`config.mk`:
```
export PLATFORM = sky130hd
export DESIGN_NAME = shift_input_ctrl
export DESIGN_NICKNAME = d
export VERILOG_FILES = /design/src/rtl/shift_pkg.sv /design/src/rtl/btn_debounce.sv /design/src/rtl/shift_input_ctrl.sv
export SDC_FILE = /design/constraint.sdc
export NUM_CORES = 1
export LEC_CHECK = 0
export CORE_UTILIZATION = 46
export CTS_CLUSTER_DIAMETER = 60
export DETAILED_ROUTE_END_ITERATION = 12
export PLACE_DENSITY = 0.67
export RECOVER_POWER = 50
export SLEW_MARGIN = 20
export SYNTH_ARGS = -nofsm -noshare
export SYNTH_HDL_FRONTEND = slang
export SYNTH_SLANG_ARGS = --single-unit
```
`constraint.sdc`:
```
create_clock -name clk -period 3.97 [get_ports clk]
set_input_delay 0.397 -clock clk [delete_from_list [all_inputs] [get_ports clk]]
set_output_delay 0.397 -clock clk [all_outputs]
set_load 0.02 [all_outputs]
```
`src/rtl/shift_pkg.sv`:
```
// rtl/shift_pkg.sv - shared constants for the shift-register input stage
package shift_pkg;

    localparam int PRESET_N     = 8;
    localparam int PRESET_IDX_W = 3;
    localparam int SPEED_W      = 2;

    typedef logic [PRESET_IDX_W-1:0] preset_idx_t;
    typedef logic [SPEED_W-1:0]      speed_t;

    // Entry 0 sits in the low byte; it is also the post-reset pattern.
    localparam logic [PRESET_N-1:0][7:0] PRESET_TABLE = {
        8'hF0, 8'h33, 8'h81, 8'h0F, 8'h55, 8'h11, 8'h03, 8'h01
    };

endpackage

```
`src/rtl/btn_debounce.sv`:
```
// rtl/btn_debounce.sv - two-flop synchronizer, debounce and rising-edge press pulse
// Debounce counter only exists when SHIFT_IN_DEBOUNCE_EN is defined.
module btn_debounce
    import shift_pkg::*;
#(
    parameter int NDB = 16
) (
    input  logic clk,
    input  logic rst,
    input  logic raw,
    output logic press
);

    logic sync_meta;
    logic sync_lvl;
    logic stable;
    logic stable_d;

    always_ff @(posedge clk) begin
        if (rst) begin
            sync_meta <= 1'b0;
            sync_lvl  <= 1'b0;
            stable_d  <= 1'b0;
        end else begin
            sync_meta <= raw;
            sync_lvl  <= sync_meta;
            stable_d  <= stable;
        end
    end

`ifdef SHIFT_IN_DEBOUNCE_EN
    logic [NDB-1:0] cnt;

    // The level is accepted only on a mismatch edge after the counter saturates.
    always_ff @(posedge clk) begin
        if (rst) begin
            stable <= 1'b0;
            cnt    <= '0;
        end else if (sync_lvl == stable) begin
            cnt <= '0;
        end else if (cnt == {NDB{1'b1}}) begin
            stable <= sync_lvl;
            cnt    <= '0;
        end else begin
            cnt <= cnt + {{(NDB-1){1'b0}}, 1'b1};
        end
    end
`else
    logic unused_ndb_ok;

    assign unused_ndb_ok = (NDB >= 2);
    assign stable        = sync_lvl;
`endif

    assign press = stable & ~stable_d;

endmodule

```
`src/rtl/shift_input_ctrl.sv`:
```
// rtl/shift_input_ctrl.sv - button conditioning, preset loader and step-tick generator
// Define SHIFT_IN_DEBOUNCE_EN to debounce the load and speed buttons.
module shift_input_ctrl
    import shift_pkg::*;
#(
    parameter int         NP  = 21,
    parameter int         NDB = 16,
    parameter logic [7:0] INI = 8'h01
) (
    input  logic               clk,
    input  logic               rst,
    input  logic               btn_load,
    input  logic               btn_speed,
    input  logic               sw_dir,
    output logic               tick,
    output logic               load,
    output logic [7:0]         pattern,
    output logic               dir,
    output logic [SPEED_W-1:0] speed
);

    logic          load_press;
    logic          speed_press;
    logic          init_pending;
    logic          load_next;
    logic          clear_div;
    logic          tick_hit;
    logic          dir_meta;
    preset_idx_t   idx;
    preset_idx_t   idx_next;
    logic [NP-1:0] div;
    logic [NP-1:0] div_mask;

    btn_debounce #(.NDB(NDB)) u_load_btn (
        .clk   (clk),
        .rst   (rst),
        .raw   (btn_load),
        .press (load_press)
    );

    btn_debounce #(.NDB(NDB)) u_speed_btn (
        .clk   (clk),
        .rst   (rst),
        .raw   (btn_speed),
        .press (speed_press)
    );

    assign idx_next  = idx + 3'd1;
    assign load_next = init_pending | load_press;
    assign clear_div = load_next | speed_press;

    // Only the low NP-speed bits of div take part in the terminal-count compare.
    assign div_mask = {NP{1'b1}} >> speed;
    assign tick_hit = &(div | ~div_mask);

    always_ff @(posedge clk) begin
        if (rst) begin
            tick         <= 1'b0;
            load         <= 1'b0;
            pattern      <= INI;
            idx          <= '0;
            speed        <= '0;
            dir_meta     <= 1'b0;
            dir          <= 1'b0;
            div          <= '0;
            init_pending <= 1'b1;
        end else begin
            dir_meta     <= sw_dir;
            dir          <= dir_meta;
            init_pending <= 1'b0;
            load         <= load_next;
            tick         <= tick_hit & ~load_next;
            if (load_press) begin
                idx     <= idx_next;
                pattern <= PRESET_TABLE[idx_next];
            end
            if (speed_press) begin
                speed <= speed + SPEED_W'(1);
            end
            if (clear_div) begin
                div <= '0;
            end else begin
                div <= div + {{(NP-1){1'b0}}, 1'b1};
            end
        end
    end

endmodule

```
==> impl_metrics.yaml <==
cells_and_area:
  layout.nets: 225
  fillers: 348
  diodes: 0
  area_growth_syn_to_layout_pct: 16.0
  final_area_mm2: 0.00206
  layout-drive-gt1-share: 0.0329
  stdcell_count: 261
floorplan:
  coreArea_mm2: 0.00369
  die_h_um: 64.1
  die_w_um: 64.1
  num_rows: 22
  die_area_mm2: 0.00411
  ioPinCount: 18
  start_util: 0.481
timing:
  fmax_ghz: 0.424
  fin_crit_ns: 2.36
  clock_skew_ns: 0.00460
  setup_violations: 0
  setup_tns_ns: 0
  rsz0062_at_grt: "false"
  relSlewSlack: 0.391
  hold_viol: 0
  worst_pin_slew_ns: 0.914
  maxSlewViolCount: 0
  finalCritPeriodShare: 0.594
grt:
  grt_max_degree: 24
  grt_pass1_vias: 1305
  overflow: 0
  grt.total_usage: 0.169
  antenna_found_initial: 0
  grt_pass1_wl_um: 5350
power_and_ir_drop:
  power_density_mw_per_mm2: 376
  clockPowerShare: 0.361
  ir_drop_uv: 223
  pwr-share-comb: 0.052
  seqPwrFrac: 0.587
  power_leakage_nw: 0.714
  p_switching_w: 0.000166
  p_int_w: 0.000610
  total_power_w: 0.000775
  swShare: 0.214
synth:
  synth_seq_cells: 44
  synth_top_cells_by_count: "44 x dfxtp_1, 28 x nor2_1, 14 x a21oi_1, 14 x nand2_1, 11 x xnor2_1"
  yosys-top-cells-area: "dfxtp_1 50%, nor2_1 5.9%, ha_1 5.6%"
  yosysWarnings: 0
  seq_area_frac_synth: 0.496
  synthCells: 196
  synth_cell_type_count: 32
  avgSynthCellArea_um2: 9.06
  syn_nets: 209
  synth_most_common_cell: "dfxtp_1"
  synth_area_leader_cell: "dfxtp_1"
  yosysTopAreaCellShare: 0.496
  synthArstFlopShare: 0
  syn-cell-area_mm2: 0.00178
  synthFlopType: "dfxtp_1"
  synth_edf_count: 0
min_path:
  hold_end: "u_speed_btn.stable$_SDFF_PP0_"
  whs_path_depth: 1
  min_from: "u_speed_btn.sync_meta$_SDFF_PP0_"
  hold_class: "reg2reg"
run:
  maxCapViolations: 0
clock_tree:
  post-cts-setup-buffers: 0
  ctsHtreeMaxLevel: 2
  clkTransAtPathRegs_ns: 0.07
  clock-root-buffer: "clkbuf_8"
  cts-resized-gates: 0
  cts.sink_count: 44
  cts_tree: "built"
  clk_path_buf_depth: 2
  clkLatencyLatePin_ns: 0.29
  numCtsBuffers: 5
  cts-hold-fix-buffers: 0
setup_path:
  critPathKind: "in2reg"
  worst-path-buf-inv: 2
  startpoint_type: "input port"
  regToRegSetupSlack_ns: 1.86
  worstPathArrival_ns: 2.51
  worstReg2RegStart: "u_load_btn.stable$_SDFF_PP0_"
  max_stage_delay_ns: 0.68
  cp_slowest_cell: "clkbuf_1"
  cp_cell_sequence: "dlygate4sd3_1 > clkbuf_1 > or3_1 > or2_1 > nor2_1"
  rr_worst_depth: 4
  critPathMaxFanout: 23
  r2r_end: "div[2]$_SDFF_PP0_"
  end_kind: "flip-flop"
  crit_family: "buffers and inverters"
  worstPathRequired_ns: 4.12
placement:
  gp_congestion: 0.775
  io_buffer_count: 17
  place_inst: 253
  place_area_mm2: 0.00197
  dpl.hpwl_um: 2090
detailed_routing:
  vias: 1300
  vias_per_cell: 4.98
  route.detailed.wl_per_inst_um: 11.4
  drt-initial-drc-count: 37
  dr.pass1.iters: 4
  drtAntennaViolNets: 0
  drt_wl_total_um: 2970
  drc: 0
run_status:
  status: "finished, final reports clean"
through the flow:
step                setup WS, ns  hold WS, ns  utilization
floorplan                   2.27        0.414            -
global placement            1.86        0.418        0.535
detailed placement          1.78        0.422        0.535
CTS                         1.81        0.439        0.559
global route                1.35        0.460        0.558
finish                      1.61        0.438        0.558
power by group through the flow:
stage | registers (W) | clock network [W] | logic, W
2_1_floorplan | 0.000468 | 0 | 0.0000232
3_3_place_gp | 0.000465 | 0 | 0.0000404
3_5_place_dp | 0.000465 | 0 | 0.0000421
4_1_cts | 0.000455 | 0.000290 | 0.0000423
5_1_grt | 0.000456 | 0.000305 | 0.0000459
6_report | 0.000455 | 0.000280 | 0.0000406
worst max-delay path by stage:
stage / from / slack (ns) / to / depth (start not counted)
final: rst / 1.61 / div[2]$_SDFF_PP0_ / 5
after global routing: rst / 1.35 / div[12]$_SDFF_PP0_ / 5
after CTS: u_load_btn.stable$_SDFF_PP0_ / 1.81 / div[2]$_SDFF_PP0_ / 4
after detailed placement: rst / 1.78 / div[19]$_SDFF_PP0_ / 5
after global placement: rst / 1.86 / div[18]$_SDFF_PP0_ / 5
after floorplan: div[3]$_SDFF_PP0_ / 2.27 / div[14]$_SDFF_PP0_ / 5
state kept, by name (all words and copies together) (netlist names):
name                   flops
div                       21
speed                      2
u_speed_btn.stable         1
idx                        2
u_load_btn.sync_meta       1
dir_meta                   1
u_load_btn.stable          1
u_load_btn.stable_d        1
tick                       1
load                       1
init_pending               1
pattern                    8
u_speed_btn.stable_d       1
dir                        1
u_speed_btn.sync_meta      1
metal layers:
layer	wire length (um)	vias up	track usage
li1	-	685	-
met1	1450	591	0.204
met2	1370	17	0.266
met3	82	7	0.0393
met4	72	0	0.111
met5	0	-	0
logic make-up after synthesis:
family / after synthesis / share of synthesized area
buffers and inverters: 17 / 0.0395
AOI/OAI and AO/OA: 27 / 0.0853
and+or+nand+nor: 85 / 0.247
muxes: 2 / 0.0113
DFF: 44 / 0.496
xor gates and xnor gates: 13 / 0.0641
adders and majority gates: 8 / 0.0564
cell type report:
| cell class | instances | area [um2] | area share |
|---|---|---|---|
| clock buffer | 8 | 90.1 | 0.0437 |
| inverter | 8 | 30.0 | 0.0146 |
| multi-input combinational | 135 | 825 | 0.400 |
| sequential | 44 | 881 | 0.428 |
| tap | 48 | 60.1 | 0.0292 |
| timing repair buffer | 18 | 174 | 0.0844 |
cells in the final DEF, fill, tap and decap left out, types with 4 or more instances in the layout:
cell type,n
dfxtp_1,44
nor2_1,28
nand2_1,14
a21oi_1,14
xnor2_1,11
nor2b_1,10
clkdlybuf4s50_1,9
inv_1,8
or3_1,8
ha_1,8
dlygate4sd3_1,8
nand3_1,7
o21ai_0,6
clkbuf_8,6
or4_1,4
Power figures use the tool's default switching activity.
